==> config.mk <==
export PLATFORM = sky130hd
export DESIGN_NAME = mc_ctrl
export DESIGN_NICKNAME = d
export VERILOG_FILES = /design/src/rtl/mc_pkg.sv /design/src/rtl/mc_wdog.sv /design/src/rtl/mc_ctrl.sv
export SDC_FILE = /design/constraint.sdc
export NUM_CORES = 1
export LEC_CHECK = 0
export BUFFER_PORTS_ARGS = -buffer_cell sky130_fd_sc_hd__buf_2
export CAP_MARGIN = 20
export CORE_MARGIN = 3
export CORE_UTILIZATION = 35
export CTS_BUF_LIST = sky130_fd_sc_hd__clkbuf_4 sky130_fd_sc_hd__clkbuf_8
export CTS_CLUSTER_DIAMETER = 100
export DETAILED_ROUTE_END_ITERATION = 10
export PLACE_DENSITY = 0.65
export SYNTH_ARGS = -nofsm -noshare
export SYNTH_HDL_FRONTEND = slang
export SYNTH_SLANG_ARGS = --single-unit
==> constraint.sdc <==
create_clock -name clk -period 2 [get_ports clk]
set_input_delay 0 -clock clk [delete_from_list [all_inputs] [get_ports clk]]
set_output_delay 0 -clock clk [all_outputs]
set_load 0.02 [all_outputs]
==> src/rtl/mc_pkg.sv <==
// -----------------------------------------------------------------------------
// mc_pkg -- shared definitions for the multicycle MIPS control FSM.
//
// Contents:
//   - FSM state encoding (4 bits, exported on state_o for debug)
//   - opcode / funct field values decoded by the controller
//   - Aluctrl, EXTOp, PCSrc and AluSrcB select codes shared with the datapath
//   - ctl_t: the bundle of datapath control outputs driven per state
//   - decode_funct(): R-type funct -> ALU operation plus legality flag
// -----------------------------------------------------------------------------
package mc_pkg;

  // FSM states
  localparam logic [3:0] S_IDLE   = 4'd0;
  localparam logic [3:0] S_FETCH  = 4'd1;
  localparam logic [3:0] S_DECODE = 4'd2;
  localparam logic [3:0] S_EXR    = 4'd3;
  localparam logic [3:0] S_EXI    = 4'd4;
  localparam logic [3:0] S_MADDR  = 4'd5;
  localparam logic [3:0] S_MRD    = 4'd6;
  localparam logic [3:0] S_MWR    = 4'd7;
  localparam logic [3:0] S_WBR    = 4'd8;
  localparam logic [3:0] S_WBI    = 4'd9;
  localparam logic [3:0] S_WBM    = 4'd10;
  localparam logic [3:0] S_BEQ    = 4'd11;
  localparam logic [3:0] S_JMP    = 4'd12;
  localparam logic [3:0] S_ERR    = 4'd15;

  // Opcodes (instr[31:26])
  localparam logic [5:0] OP_RTYPE = 6'h00;
  localparam logic [5:0] OP_J     = 6'h02;
  localparam logic [5:0] OP_BEQ   = 6'h04;
  localparam logic [5:0] OP_ADDI  = 6'h08;
  localparam logic [5:0] OP_ORI   = 6'h0D;
  localparam logic [5:0] OP_LUI   = 6'h0F;
  localparam logic [5:0] OP_LW    = 6'h23;
  localparam logic [5:0] OP_SW    = 6'h2B;

  // R-type funct codes (instr[5:0])
  localparam logic [5:0] FN_ADD = 6'h20;
  localparam logic [5:0] FN_SUB = 6'h22;
  localparam logic [5:0] FN_AND = 6'h24;
  localparam logic [5:0] FN_OR  = 6'h25;
  localparam logic [5:0] FN_SLT = 6'h2A;

  // ALU operation codes
  localparam logic [4:0] ALU_ADD = 5'd0;
  localparam logic [4:0] ALU_SUB = 5'd1;
  localparam logic [4:0] ALU_AND = 5'd2;
  localparam logic [4:0] ALU_OR  = 5'd3;
  localparam logic [4:0] ALU_SLT = 5'd4;
  localparam logic [4:0] ALU_LUI = 5'd5;

  // Immediate extender modes
  localparam logic [1:0] EXT_ZERO = 2'd0;
  localparam logic [1:0] EXT_SIGN = 2'd1;
  localparam logic [1:0] EXT_LUI  = 2'd2;

  // PC source select
  localparam logic [1:0] PC_SEQ    = 2'd0;
  localparam logic [1:0] PC_BRANCH = 2'd1;
  localparam logic [1:0] PC_JUMP   = 2'd2;

  // ALU operand B select
  localparam logic [1:0] B_RD2    = 2'd0;
  localparam logic [1:0] B_FOUR   = 2'd1;
  localparam logic [1:0] B_IMM    = 2'd2;
  localparam logic [1:0] B_IMM_SH = 2'd3;

  // Datapath control bundle produced by the output decoder each cycle.
  typedef struct packed {
    logic       pcwr;
    logic [1:0] pcsrc;
    logic       irwr;
    logic       regw;
    logic       regdst;
    logic       mem2r;
    logic       memr;
    logic       memw;
    logic       alusrca;
    logic [1:0] alusrcb;
    logic [4:0] aluctrl;
    logic [1:0] extop;
    logic       done;
    logic       err;
  } ctl_t;

  typedef struct packed {
    logic       legal;
    logic [4:0] op;
  } alu_dec_t;

  // Maps an R-type funct to its ALU code; unsupported functs come back with
  // legal=0 so the FSM can trap them.
  function automatic alu_dec_t decode_funct(input logic [5:0] funct);
    alu_dec_t d;
    d.legal = 1'b1;
    d.op    = ALU_ADD;
    case (funct)
      FN_ADD:  d.op = ALU_ADD;
      FN_SUB:  d.op = ALU_SUB;
      FN_AND:  d.op = ALU_AND;
      FN_OR:   d.op = ALU_OR;
      FN_SLT:  d.op = ALU_SLT;
      default: d.legal = 1'b0;
    endcase
    return d;
  endfunction

endpackage

==> src/rtl/mc_wdog.sv <==
// -----------------------------------------------------------------------------
// mc_wdog -- data-memory wait-state watchdog.
//
// Counts consecutive cycles spent in a DM access state without mem_rdy and
// flags a timeout in the cycle the count would reach MEM_TIMEOUT. The count
// clears whenever the access completes, times out, or the FSM is elsewhere,
// so every access starts from zero.
//
// Ports:
//   clk     in  clock, rising edge
//   rst     in  asynchronous active-low reset
//   active  in  FSM is in MRD or MWR this cycle
//   rdy     in  DM access complete (mem_rdy)
//   timeout out combinational: this cycle is the MEM_TIMEOUT-th wait cycle
// -----------------------------------------------------------------------------
module mc_wdog #(
  parameter int MEM_TIMEOUT = 15   // must be >= 1
) (
  input  logic clk,
  input  logic rst,
  input  logic active,
  input  logic rdy,
  output logic timeout
);

  // The count never exceeds MEM_TIMEOUT-1 because the timeout cycle clears it.
  localparam int W = (MEM_TIMEOUT < 2) ? 1 : $clog2(MEM_TIMEOUT);
  localparam logic [W-1:0] LAST = W'(MEM_TIMEOUT - 1);

  logic [W-1:0] cnt;

  // rdy has priority: a ready in the final allowed cycle is not a timeout.
  assign timeout = active && !rdy && (cnt == LAST);

  always_ff @(posedge clk or negedge rst) begin
    if (!rst) begin
      cnt <= '0;
    end else if (active && !rdy && !timeout) begin
      // NOTE: sequential state uses non-blocking assignments so every flop
      // samples pre-edge values regardless of block evaluation order.
      cnt <= cnt + W'(1);
    end else begin
      cnt <= '0;
    end
  end

endmodule

==> src/rtl/mc_ctrl.sv <==
// -----------------------------------------------------------------------------
// mc_ctrl -- multicycle control FSM for the MIPS datapath.
//
// Sequences PC, IM, RF, EXT, ALU and DM through IF/ID/EX/MEM/WB states,
// with a req/rdy wait handshake on DM, a DM timeout watchdog, a sticky
// error state (left only by reset) and a retired-instruction counter.
//
// Ports:
//   clk, rst            clock (rising edge), async active-low reset
//   Op, Funct           instr[31:26], instr[5:0] from the instruction register
//   Zero                ALU zero flag (gates PCWr in BEQ)
//   mem_rdy             DM access complete; ignored outside MRD/MWR
//   PCWr, PCSrc         PC load enable / source (PC+4, branch, jump)
//   IRWr                instruction register load
//   RegW, RegDst, Mem2R RF write enable, dest select (1=rt), WD from DM
//   MemR, MemW          DM read / write request
//   AluSrcA, AluSrcB    ALU operand selects
//   Aluctrl, EXTOp      ALU operation, immediate extension mode
//   instr_done          high during the final cycle of each instruction
//   err                 high while in the error state
//   instret             retired-instruction count (wraps)
//   state_o             current FSM state, for debug
// -----------------------------------------------------------------------------
module mc_ctrl
  import mc_pkg::*;
#(
  parameter int MEM_TIMEOUT = 15,  // must be >= 1
  parameter int CNT_W       = 32
) (
  input  logic             clk,
  input  logic             rst,
  input  logic [5:0]       Op,
  input  logic [5:0]       Funct,
  input  logic             Zero,
  input  logic             mem_rdy,
  output logic             PCWr,
  output logic [1:0]       PCSrc,
  output logic             IRWr,
  output logic             RegW,
  output logic             RegDst,
  output logic             Mem2R,
  output logic             MemR,
  output logic             MemW,
  output logic             AluSrcA,
  output logic [1:0]       AluSrcB,
  output logic [4:0]       Aluctrl,
  output logic [1:0]       EXTOp,
  output logic             instr_done,
  output logic             err,
  output logic [CNT_W-1:0] instret,
  output logic [3:0]       state_o
);

  logic [3:0] state;
  logic [3:0] state_nxt;
  ctl_t       c;
  alu_dec_t   rdec;
  logic       mem_wait;
  logic       mem_timeout;

  assign mem_wait = (state == S_MRD) || (state == S_MWR);
  assign rdec     = decode_funct(Funct);

  mc_wdog #(
    .MEM_TIMEOUT(MEM_TIMEOUT)
  ) u_wdog (
    .clk    (clk),
    .rst    (rst),
    .active (mem_wait),
    .rdy    (mem_rdy),
    .timeout(mem_timeout)
  );

  // Next-state and output decode. Outputs are a function of the state only,
  // apart from PCWr in BEQ (Zero) and retire in MWR (mem_rdy); reset forces
  // IDLE, so every output drops to 0 the moment rst falls.
  always_comb begin
    // NOTE: every signal assigned here gets a default first; a path that
    // skipped one would infer a latch.
    c         = '0;
    state_nxt = state;
    case (state)
      S_IDLE: state_nxt = S_FETCH;

      S_FETCH: begin
        c.irwr    = 1'b1;
        c.pcwr    = 1'b1;
        c.pcsrc   = PC_SEQ;
        c.alusrcb = B_FOUR;
        c.aluctrl = ALU_ADD;
        state_nxt = S_DECODE;
      end

      S_DECODE: begin
        // PC + (sext(imm) << 2): branch target computed speculatively.
        c.alusrcb = B_IMM_SH;
        c.extop   = EXT_SIGN;
        c.aluctrl = ALU_ADD;
        case (Op)
          OP_RTYPE:                 state_nxt = S_EXR;
          OP_LW, OP_SW:             state_nxt = S_MADDR;
          OP_BEQ:                   state_nxt = S_BEQ;
          OP_J:                     state_nxt = S_JMP;
          OP_ADDI, OP_ORI, OP_LUI:  state_nxt = S_EXI;
          default:                  state_nxt = S_ERR;
        endcase
      end

      S_EXR: begin
        c.alusrca = 1'b1;
        c.alusrcb = B_RD2;
        c.aluctrl = rdec.op;
        state_nxt = rdec.legal ? S_WBR : S_ERR;
      end

      S_EXI: begin
        c.alusrca = 1'b1;
        c.alusrcb = B_IMM;
        case (Op)
          OP_ORI: begin
            c.extop   = EXT_ZERO;
            c.aluctrl = ALU_OR;
          end
          OP_LUI: begin
            // The LUI ALU code passes B through, so RD1 has no effect.
            c.extop   = EXT_LUI;
            c.aluctrl = ALU_LUI;
          end
          default: begin
            c.extop   = EXT_SIGN;
            c.aluctrl = ALU_ADD;
          end
        endcase
        state_nxt = S_WBI;
      end

      S_MADDR: begin
        c.alusrca = 1'b1;
        c.alusrcb = B_IMM;
        c.extop   = EXT_SIGN;
        c.aluctrl = ALU_ADD;
        state_nxt = (Op == OP_SW) ? S_MWR : S_MRD;
      end

      S_MRD: begin
        // Address settings stay up so the DM address is stable while waiting.
        c.alusrca = 1'b1;
        c.alusrcb = B_IMM;
        c.extop   = EXT_SIGN;
        c.aluctrl = ALU_ADD;
        c.memr    = 1'b1;
        if (mem_rdy)          state_nxt = S_WBM;
        else if (mem_timeout) state_nxt = S_ERR;
      end

      S_MWR: begin
        c.alusrca = 1'b1;
        c.alusrcb = B_IMM;
        c.extop   = EXT_SIGN;
        c.aluctrl = ALU_ADD;
        c.memw    = 1'b1;
        if (mem_rdy) begin
          c.done    = 1'b1;
          state_nxt = S_FETCH;
        end else if (mem_timeout) begin
          state_nxt = S_ERR;
        end
      end

      S_WBR: begin
        c.regw    = 1'b1;
        c.regdst  = 1'b0;
        c.done    = 1'b1;
        state_nxt = S_FETCH;
      end

      S_WBI: begin
        c.regw    = 1'b1;
        c.regdst  = 1'b1;
        c.done    = 1'b1;
        state_nxt = S_FETCH;
      end

      S_WBM: begin
        c.regw    = 1'b1;
        c.regdst  = 1'b1;
        c.mem2r   = 1'b1;
        c.done    = 1'b1;
        state_nxt = S_FETCH;
      end

      S_BEQ: begin
        c.alusrca = 1'b1;
        c.alusrcb = B_RD2;
        c.aluctrl = ALU_SUB;
        c.pcsrc   = PC_BRANCH;
        c.pcwr    = Zero;
        c.done    = 1'b1;
        state_nxt = S_FETCH;
      end

      S_JMP: begin
        c.pcwr    = 1'b1;
        c.pcsrc   = PC_JUMP;
        c.done    = 1'b1;
        state_nxt = S_FETCH;
      end

      S_ERR: c.err = 1'b1;

      // Unused encodings trap rather than wander.
      default: state_nxt = S_ERR;
    endcase
  end

  always_ff @(posedge clk or negedge rst) begin
    if (!rst) begin
      state   <= S_IDLE;
      instret <= '0;
    end else begin
      state <= state_nxt;
      if (c.done) instret <= instret + CNT_W'(1);
    end
  end

  assign PCWr       = c.pcwr;
  assign PCSrc      = c.pcsrc;
  assign IRWr       = c.irwr;
  assign RegW       = c.regw;
  assign RegDst     = c.regdst;
  assign Mem2R      = c.mem2r;
  assign MemR       = c.memr;
  assign MemW       = c.memw;
  assign AluSrcA    = c.alusrca;
  assign AluSrcB    = c.alusrcb;
  assign Aluctrl    = c.aluctrl;
  assign EXTOp      = c.extop;
  assign instr_done = c.done;
  assign err        = c.err;
  assign state_o    = state;

endmodule
==> impl_results.md, run 1 <==
* Outcome: completed
* Fmax achieved at 0.541 GHz
* First-pass GRT wire length at 9780 µm
* Fin Setup TNS at 0 ns
* Via count at 2,094
* CTS buffer count at 5
* Gate Count Post-Synth at 241
* Power share of the clock group at 0.206
* Area Growth Syn to Fin at 24.5%
* Die width at 89.9 µm
* MaxCap Viol Count at 0
* WL final at 5760 µm
* Crit path max fanout at 10
* Largest net degree at the start of global routing at 41
* Largest cells by area after synthesis: dfrtp_1 (41%), xor2_1 (10%), nor4_2 (4.1%)
* # diodes at 0
* Clock skew at 0.00922 ns
* Total clock sinks at 40
* Worst Path Required at 2.00 ns
* Reg clk slew, reported paths at 0.08 ns
* Async SR Flop Fraction at 1.00
* Final hold vios at 0
* Clock buffer depth at 2
* Worst min path class: primary input to flip-flop
* Slowest Stage Delay on Critical Path at 0.52 ns
* Routed len/inst at 14.1 µm
* Synth top area share at 0.406
* Die Y-Extent at 89.9 µm
* Met3 Resource Use GR at 0.0242
* Tot GR Track Use at 0.142
* GR Util met1 at 0.187
* Number of antenna violations at the first check in global routing at 0
* Sw frac at 0.438
* Final #Nets at 332
* Fin crit share at 0.925
* Syn_area_per_cell at 10.2 µm²
* Slew Viols, Final at 0
* Post-synthesis mux area share at 0.00914
* Initial Utilization at 0.375
* CP startpoint kind: flip-flop
* Worst-Margin Slew at 0.876 ns
* Sw power at 1.53 mW
* Final instance area at 0.00307 mm²
* Area leader, netlist: dfrtp_1
* CTS root buf: clkbuf_8
* Placed instance count at 398
* Compound-cell area share of the yosys netlist at 0.0691
* Most frequent CP cell: and3_1
* Post-placement cell area at 0.00292 mm²
* Post-synth EDFFs at 0
* Grt ovf at 0
* M2 GR Usage at 0.242
* Num ports at 73
* FP Rows at 29
* Detail Route Antenna Nets at 0
* Post-synthesis xor/xnor area fraction at 0.124
* WP data arrival at 1.85 ns
* Ys Warns at 0
* GP Congestion at 0.801
* Share of layout cells above drive strength 1 at 0.366
* Post-DR vias/cell at 5.14
* Post-Synth Simple-Gate Area at 0.336
* Critical path type: flip-flop to output port
* Worst-path cell chain: buf_4 > nor2_1 > and3_1 > and3_1 > a31o_2 > buf_2
* Leak at 1.57 nW
* Reg power frac at 0.315
* CP max stage cell: dfrtp_1
* Combinational Power Share at 0.480
* Cell internal pwr at 1.96 mW
* Pwr dens at 1140 mW/mm²
* Combinational family with the most area after synthesis: simple AND/OR/NAND/NOR gates
* Worst-Skew Late Latency at 0.29 ns
* Post-Syn Area at 0.00246 mm²
* Sequential share of the synthesized area at 0.406
* Die area at 0.00808 mm²
* Core Footprint at 0.00657 mm²
* Synth Register Bits at 40
* Crit path time final at 1.85 ns
* Drt drc at 0
* Vias in the first global route at 1,998
* Drt pass-1 iters at 4
* Layout Cells excl Fill at 407
* Commonest cells post-synth: dfrtp_1 (40), xor2_1 (29), nand2_1 (21)
* H-tree lvl count at 2
* Grt peak-use layer: met2
* Worst IR Drop VDD at 499 µV
* Endpoints failing setup at 0
* Post-DP HPWL at 4320 µm
* Post-Synth Adder-Cell Area at 0.0152
* Netlist cell types at 51
* Unrepaired setup endpoints after global routing: no
* Slew Limit Headroom at 0.416
* Iter 0 DRT Violations at 203
* # port buffers at 70
* Top-count cell post-synth: dfrtp_1
* Post-synth top flop: dfrtp_1
* Worst Setup End Kind: output port
* CTS tree: yes
-- sequential cells by signal, summed over array words and instances, names as in the netlist --
register / cells
instret: 32
state_o: 4
u_wdog.cnt: 4
-- power groups by stage --
stage / clock [mW] / sequential [mW] / combinational, mW
after detailed placement: 0 / 1.11 / 1.65
after CTS: 0.735 / 1.09 / 1.66
after global routing: 0.764 / 1.12 / 1.82
final: 0.718 / 1.10 / 1.68
after floorplan: 0 / 1.16 / 1.09
after global placement: 0 / 1.10 / 1.64
-- layout by cell type, fill, tap and decap left out, types with 2 or more instances in the layout --
cell      instances
buf_2            70
dfrtp_1          39
xor2_1           29
nand2_1          21
nor2_1           19
nand3_1          11
nor3_1            8
nor4_2            8
and3_1            7
clkbuf_8          7
xnor2_1           6
nand4_1           6
buf_4             5
nand2b_1          4
nand4b_1          4
o21ai_0           4
a21oi_1           4
and4_1            4
nor4b_2           4
nor3_2            4
nor3b_1           3
nand4_4           3
ha_1              3
inv_1             2
a31oi_1           2
nand3b_1          2
nor2b_1           2
a31o_2            2
o311ai_0          2
o211ai_1          2
o221ai_1          2
nor3b_2           2
conb_1            2
-- stage by stage --
step / util / hold WS (ns) / setup slack [ns] / power, mW
after floorplan: - / -0.296 / 0.195 / 2.25
after global placement: 0.444 / 0.165 / 0.303 / 2.74
after detailed placement: 0.444 / 0.179 / 0.197 / 2.76
after CTS: 0.466 / 0.0584 / 0.0963 / 3.49
after global routing: 0.467 / 0.0770 / 0.0490 / 3.70
final: 0.467 / 0.0605 / 0.151 / 3.49
-- timing repair --
item | in CTS | in global routing
gates resized for setup | 1 | 2
endpoints found under the hold margin | 40 | 0
cloned | 0 | 0
hold buffers | 1 | 0
setup endpoints to repair | 3 | 3
buffers inserted | 0 | 0
-- kinds of logic after synthesis --
logic type      count (synthesis)
mux                             2
compound gates                 24
flops                          40
other cells                     1
buf+inv                        16
fa+ha+maj                       3
xor+xnor                       35
simple gates                  120
-- area by class of cell --
class / count / area (µm²)
Fill cell: 632 / 3500
Inverter: 3 / 11.3
Clock inverter: 1 / 30.0
Multi-Input combinational cell: 186 / 1390
Tap cell: 93 / 116
Sequential cell: 40 / 1000
Timing Repair Buffer: 77 / 418
Clock buffer: 7 / 96.3
-- path summary, 6_finish.rpt --
| kind | cells after the start | endpoint | slack [ns] | start |
|---|---|---|---|---|
| setup / recovery | 6 | Aluctrl[2] | 0.15 | state_o[0]$_DFFE_PN0N_ |
| max in group asynchronous | 2 | state_o[1]$_DFFE_PN0N_ | 1.03 | rst |
| hold / removal | 3 | state_o[3]$_DFFE_PN0N_ | 0.06 | Op[4] |
| setup reg to reg | 5 | instret[1]$_DFFE_PN0P_ | 0.25 | state_o[0]$_DFFE_PN0N_ |
| min in group asynchronous | 2 | instret[20]$_DFFE_PN0P_ | 0.37 | rst |
| hold reg to reg | 1 | instret[31]$_DFFE_PN0P_ | 0.46 | instret[31]$_DFFE_PN0P_ |
-- critical path: cells and delay by family (launching register included) --
kind | cells | cell delay [ns]
compound gates | 1 | 0.21
buf+inv | 2 | 0.38
flops | 1 | 0.52
simple gates | 3 | 0.45
-- per-layer routing --
metal / wire length, µm / part of all wire / vias up
met4: 54 / 0.0094 / 0
met2: 2940 / 0.51 / 41
met1: 2590 / 0.45 / 1033
met3: 166 / 0.029 / 4
li1: - / - / 1016
met5: 0 / 0 / -
Power figures use the tool's default switching activity.
==> run 2, diff against run 1 <==
--- a/config.mk
+++ b/config.mk
@@ -8,11 +8,11 @@
 export BUFFER_PORTS_ARGS = -buffer_cell sky130_fd_sc_hd__buf_2
 export CAP_MARGIN = 20
 export CORE_MARGIN = 3
-export CORE_UTILIZATION = 35
+export CORE_UTILIZATION = 54
 export CTS_BUF_LIST = sky130_fd_sc_hd__clkbuf_4 sky130_fd_sc_hd__clkbuf_8
 export CTS_CLUSTER_DIAMETER = 100
 export DETAILED_ROUTE_END_ITERATION = 10
-export PLACE_DENSITY = 0.65
+export PLACE_DENSITY = 0.9
 export SYNTH_ARGS = -nofsm -noshare
 export SYNTH_HDL_FRONTEND = slang
 export SYNTH_SLANG_ARGS = --single-unit
==> run 2 against run 1 <==
  * Utilization is 24 points higher
  * Count of clock-buffer cells in the layout is 1 higher
  * Combinational power is 4% lower
  * Global-route usage rose by 7.9 points
  * First-iteration DRC count is 28% lower
  * Via count about the same
==> impl_results.md, run 2 (synthesis gave the netlist of run 1 again) <==
* Outcome: completed (unchanged)
* Final hold vios at 0 (unchanged)
* # port buffers at 70 (unchanged)
* Worst IR Drop VDD at 970 µV (was 499 µV)
* Overall power at 3.30 mW (was 3.49 mW)
* Post-DR vias/cell at 5.76 (was 5.14)
* CTS tree: yes (unchanged)
* GP Congestion at 0.902 (was 0.801)
* Routed len/inst at 15.7 µm (was 14.1 µm)
* Largest net degree at the start of global routing at 41 (unchanged)
* Grt ovf at 0 (unchanged)
* Detail Route Antenna Nets at 0 (unchanged)
* H-tree lvl count at 2 (unchanged)
* Die Y-Extent at 73.5 µm (was 89.9 µm)
* Die area at 0.00541 mm² (was 0.00808 mm²)
* Unrepaired setup endpoints after global routing: no (unchanged)
* Die width at 73.5 µm (was 89.9 µm)
* CP delay by family, top: flip-flops (unchanged)
* Clock skew at 0.00734 ns (was 0.00922 ns)
* # diodes at 0 (unchanged)
* Leak at 1.56 nW (was 1.57 nW)
* Initial Utilization at 0.586 (was 0.375)
* Total clock sinks at 40 (unchanged)
* Clock buffer depth at 2 (unchanged)
* Critical path type: flip-flop to output port (unchanged)
* Setup bufs post-CTS at 0 (unchanged)
* Worst setup margin at 0.165 ns (was 0.151 ns)
* Crit path time final at 1.83 ns (was 1.85 ns)
* Most common cell after layout, fill and taps aside: buf_2 (unchanged)
* Reg clk slew, reported paths at 0.07 ns (was 0.08 ns)
* Worst-Margin Slew at 0.856 ns (was 0.876 ns)
* Slowest Stage Delay on Critical Path at 0.50 ns (was 0.52 ns)
* Post-DP HPWL at 4180 µm (was 4320 µm)
* Tot GR Track Use at 0.221 (was 0.142)
* Worst Setup End Kind: output port (unchanged)
* Top reg by flops: instret (unchanged)
* Area Growth Syn to Fin at 20.5% (was 24.5%)
* Drt pass-1 iters at 4 (unchanged)
* Fin crit share at 0.917 (was 0.925)
* Most frequent CP cell: and3_1 (unchanged)
* CP max stage cell: dfrtp_1 (unchanged)
* Worst-path cell chain: buf_4 > nor2_1 > and3_1 > and3_1 > a31o_2 > buf_2 (unchanged)
* Endpoints failing setup at 0 (unchanged)
* Final #Nets at 331 (was 332)
* Slew Limit Headroom at 0.429 (was 0.416)
* Crit path max fanout at 10 (unchanged)
* Most frequent cells in the layout: buf_2 (70), dfrtp_1 (40), xor2_1 (29) (was buf_2 (70), dfrtp_1 (39), xor2_1 (29))
* Share of layout cells above drive strength 1 at 0.361 (was 0.366)
* Pre-CTS WS at 0.261 ns (was 0.197 ns)
* Num ports at 73 (unchanged)
* Max FFs per register at 32 (unchanged)
* Drt drc at 0 (unchanged)
* CTS root buf: clkbuf_8 (unchanged)
* WP data arrival at 1.83 ns (was 1.85 ns)
* Pwr dens at 1110 mW/mm² (was 1140 mW/mm²)
* Vias in the first global route at 1,994 (was 1,998)
* Worst-Skew Late Latency at 0.29 ns (about the same)
* Number of antenna violations at the first check in global routing at 0 (unchanged)
* WL final at 5700 µm (was 5760 µm)
* Slew Viols, Final at 0 (unchanged)
* First-pass GRT wire length at 9230 µm (was 9780 µm)
* FP Rows at 23 (was 29)
* Buffer and inverter count on the worst path at 2 (unchanged)
* CTS buffer count at 5 (unchanged)
* CP startpoint kind: flip-flop (unchanged)
* Fmax achieved at 0.545 GHz (was 0.541 GHz)
* Worst Path Required at 2.00 ns (about the same)
* Via count at 2,092 (was 2,094)
* Iter 0 DRT Violations at 146 (was 203)
* Fin Setup TNS at 0 ns (unchanged)
* Worst min path class: primary input to flip-flop (unchanged)
* MaxCap Viol Count at 0 (unchanged)
* Core Footprint at 0.00420 mm² (was 0.00657 mm²)
run 2: worst reg2reg max path: cells and delay by family (launching register included):
family	cells	cell delay, ns
and+or+nand+nor	1	0.10
DFF	1	0.62
buffers and inverters	2	0.33
AOI/OAI and AO/OA	1	0.27
muxes	1	0.32
run 2: where the power goes:
part | switching (mW) | internal (mW) | total (mW) | leakage, nW
Sequential | 0.180 | 0.920 | 1.10 | 0.540
Clock | 0.263 | 0.308 | 0.571 | 0.0523
Combinational | 1.04 | 0.586 | 1.62 | 0.965
run 2: layout make-up:
class / instances / area [µm²]
Sequential cell: 40 / 1000
Tap cell: 50 / 62.6
Clock buffer: 8 / 97.6
Inverter: 3 / 11.3
Timing Repair Buffer: 76 / 410
Fill cell: 304 / 1230
Multi-Input combinational cell: 186 / 1390
run 2: path summary, 6_finish.rpt:
check / endpoint / slack [ns] / cells past startpoint / from
hold reg to reg: instret[31]$_DFFE_PN0P_ / 0.46 / 1 / instret[31]$_DFFE_PN0P_
setup / recovery: Aluctrl[2] / 0.17 / 6 / state_o[0]$_DFFE_PN0N_
max in group asynchronous: instret[7]$_DFFE_PN0P_ / 1.10 / 2 / rst
min in group asynchronous: instret[22]$_DFFE_PN0P_ / 0.36 / 2 / rst
setup reg to reg: instret[1]$_DFFE_PN0P_ / 0.24 / 5 / state_o[3]$_DFFE_PN0N_
hold / removal: state_o[3]$_DFFE_PN0N_ / 0.07 / 3 / Op[4]
run 2: stage by stage:
step / hold WS, ns / util / cells / instance area [µm²]
2_1_floorplan: -0.296 / - / 242 / 2470
3_3_place_gp: 0.157 / 0.679 / 354 / 2850
3_5_place_dp: 0.158 / 0.679 / 354 / 2850
4_1_cts: 0.0567 / 0.705 / 363 / 2960
5_1_grt: 0.0506 / 0.706 / 363 / 2970
6_report: 0.0720 / 0.706 / 363 / 2970
run 2: repair_timing:
item                                   in CTS  in global routing
hold buffers                                1                  0
setup endpoints to repair                   0                  3
endpoints found under the hold margin      40                  0
resized for setup                           0                  1
run 2: per-layer routing:
metal,global-route usage,vias to the layer above,share of wire
li1,-,1009,-
met1,0.281,1010,0.42
met2,0.366,61,0.51
met3,0.0602,12,0.052
met4,0.0684,0,0.018
met5,0,-,0
==> run 3, diff against run 2 <==
--- a/config.mk
+++ b/config.mk
@@ -6,7 +6,8 @@
 export NUM_CORES = 1
 export LEC_CHECK = 0
 export BUFFER_PORTS_ARGS = -buffer_cell sky130_fd_sc_hd__buf_2
-export CAP_MARGIN = 20
+export CAP_MARGIN = 10
+export CORE_ASPECT_RATIO = 0.6
 export CORE_MARGIN = 3
 export CORE_UTILIZATION = 54
 export CTS_BUF_LIST = sky130_fd_sc_hd__clkbuf_4 sky130_fd_sc_hd__clkbuf_8
==> run 3 against run 2 <==
  * Sequential power barely moved
  * Hold slack improved by 0.051 ns
  * Cell area up 1.3%
  * Global-route usage up 3.1 points
  * Setup slack worse by 0.024 ns
  * Cell count increased by 3.3%
  * Die area increased by 0.49%
  * Clock skew shrank 0.0045 ns
  * Critical endpoint is now Aluctrl[0]
  * Largest power group unchanged
==> impl_results.md, run 3 (synthesis gave the netlist of run 1 again) <==
* First-pass GRT wire length at 10,600 µm (was 9230 µm)
* R2R depth at 5 (unchanged)
* FF/Latch Area at 0.00100 mm² (about the same)
* Drt drc at 0 (unchanged)
* Worst min path class: primary input to flip-flop (unchanged)
* Die width at 93.2 µm (was 73.5 µm)
* Leak at 1.57 nW (was 1.56 nW)
* Core Footprint at 0.00426 mm² (was 0.00420 mm²)
* Hold Startpoint: Op[4] (unchanged)
* Post-placement cell area at 0.00288 mm² (was 0.00285 mm²)
* RR Endpoint: instret[11]$_DFFE_PN0P_ (was instret[1]$_DFFE_PN0P_)
* Setup bufs post-CTS at 0 (unchanged)
* MaxCap Viol Count at 0 (unchanged)
* Post-DR vias/cell at 6.00 (was 5.76)
* Critical path type: flip-flop to output port (unchanged)
* Fill count at 281 (was 304)
* Fmax achieved at 0.538 GHz (was 0.545 GHz)
* Most frequent cells in the layout: buf_2 (70), dfrtp_1 (39), xor2_1 (29) (was buf_2 (70), dfrtp_1 (40), xor2_1 (29))
* # port buffers at 70 (unchanged)
* Crit path max fanout at 11 (was 10)
* Setup slack, reg-to-reg at 0.17 ns (was 0.24 ns)
* Detail Route Antenna Nets at 0 (unchanged)
* WP data arrival at 1.86 ns (was 1.83 ns)
* WL final at 6580 µm (was 5700 µm)
* Iter 0 DRT Violations at 214 (was 146)
* Share of layout cells above drive strength 1 at 0.368 (was 0.361)
* Fin Setup TNS at 0 ns (unchanged)
* Total clock sinks at 40 (unchanged)
* Worst setup margin at 0.141 ns (was 0.165 ns)
* Clock skew at 0.00281 ns (was 0.00734 ns)
* Final Core Density at 0.706 (about the same)
* Worst r2r src: state_o[2]$_DFFE_PN0N_ (was state_o[3]$_DFFE_PN0N_)
* Hold endpoint: state_o[1]$_DFFE_PN0N_ (was state_o[3]$_DFFE_PN0N_)
* H-tree lvl count at 2 (unchanged)
* Area Growth Syn to Fin at 22.0% (was 20.5%)
* Max FFs per register at 32 (unchanged)
* Top reg by flops: instret (unchanged)
* Initial Utilization at 0.579 (was 0.586)
* Worst IR Drop VDD at 536 µV (was 970 µV)
* Vias in the first global route at 2,092 (was 1,994)
* FP Rows at 18 (was 23)
* Pre-CTS WS at 0.190 ns (was 0.261 ns)
* Final hold vios at 0 (unchanged)
* Largest net degree at the start of global routing at 41 (unchanged)
* Worst Path Required at 2.00 ns (about the same)
* Drt pass-1 iters at 4 (unchanged)
* CTS tree: yes (unchanged)
* Die area at 0.00544 mm² (was 0.00541 mm²)
* Multi-input gate area at 0.00139 mm² (about the same)
* Num ports at 73 (unchanged)
* Final #Nets at 333 (was 331)
* Slew Limit Headroom at 0.423 (was 0.429)
* Via count at 2,249 (was 2,092)
* # diodes at 0 (unchanged)
* CP startpoint kind: flip-flop (unchanged)
* Clock buffer depth at 2 (unchanged)
* Worst-Margin Slew at 0.865 ns (was 0.856 ns)
* Die Y-Extent at 58.3 µm (was 73.5 µm)
* Most common cell after layout, fill and taps aside: buf_2 (unchanged)
* Grt ovf at 0 (unchanged)
* Slew Viols, Final at 0 (unchanged)
* Worst Setup End Kind: output port (unchanged)
* Reg clk slew, reported paths at 0.07 ns (about the same)
* Final instance area at 0.00301 mm² (was 0.00297 mm²)
* Hold slack at 0.123 ns (was 0.0720 ns)
* GP Congestion at 0.937 (was 0.902)
* Crit path time final at 1.86 ns (was 1.83 ns)
* Routed len/inst at 17.5 µm (was 15.7 µm)
* Worst-Skew Late Latency at 0.29 ns (about the same)
* Fin crit share at 0.929 (was 0.917)
* Endpoints failing setup at 0 (unchanged)
* Number of cells on the worst hold path at 3 (unchanged)
* Post-DP HPWL at 4860 µm (was 4180 µm)
* CTS buffer count at 5 (unchanged)
* Tot GR Track Use at 0.252 (was 0.221)
* Number of antenna violations at the first check in global routing at 0 (unchanged)
* Pwr dens at 1140 mW/mm² (was 1110 mW/mm²)
* Unrepaired setup endpoints after global routing: no (unchanged)
* CTS root buf: clkbuf_8 (unchanged)
* Outcome: completed (unchanged)
[run 3: power by group]
part,switching [mW],total (mW),internal [mW]
clock,0.268,0.576,0.308
combinational,1.12,1.73,0.614
sequential,0.191,1.11,0.922
[run 3: cell type report]
| type | count | area share |
|---|---|---|
| Inverter | 3 | 0.00375 |
| Multi-Input combinational cell | 186 | 0.464 |
| Sequential cell | 40 | 0.333 |
| Tap cell | 60 | 0.0250 |
| Timing Repair Buffer | 78 | 0.142 |
| Clock buffer | 8 | 0.0325 |
[run 3: through the flow]
stage	instances	power (mW)
after global routing	375	3.59
after CTS	375	3.37
after detailed placement	366	2.79
after global placement	366	2.73
after floorplan	242	2.25
final	375	3.42
[run 3: timing repair]
| item | CTS | global route |
|---|---|---|
| hold buffers | 1 | 0 |
| endpoints found under the hold margin | 40 | 0 |
| endpoints found under the setup margin | 3 | 3 |
| gates resized for setup | 1 | 2 |
[run 3: worst max path at each step]
stage          cells after the start  slack (ns)                    from         end
2_1_floorplan                      3        0.20  state_o[2]$_DFFE_PN0N_  AluSrcB[0]
3_3_place_gp                       6        0.31  state_o[1]$_DFFE_PN0N_  Aluctrl[0]
3_5_place_dp                       6        0.19  state_o[1]$_DFFE_PN0N_  Aluctrl[0]
4_1_cts                            6        0.03  state_o[1]$_DFFE_PN0N_  Aluctrl[0]
5_1_grt                            6        0.02  state_o[1]$_DFFE_PN0N_  Aluctrl[0]
6_report                           6        0.14  state_o[1]$_DFFE_PN0N_  Aluctrl[0]
[run 3: routing by layer]
| layer | global-route usage | vias to the layer above | part of all wire |
|---|---|---|---|
| met5 | 0 | - | 0 |
| met4 | 0.102 | 0 | 0.034 |
| met3 | 0.0549 | 24 | 0.070 |
| met2 | 0.390 | 102 | 0.45 |
| met1 | 0.350 | 1108 | 0.44 |
| li1 | - | 1015 | - |
[run 3: worst max-delay path, stage by stage, from the launching register on]
cell and delay [ns]:
dfrtp_2 0.43, buf_4 0.20, nand2_1 0.17, nor4_4 0.33, nand4_1 0.15, nand4b_1 0.12
buf_2 0.17
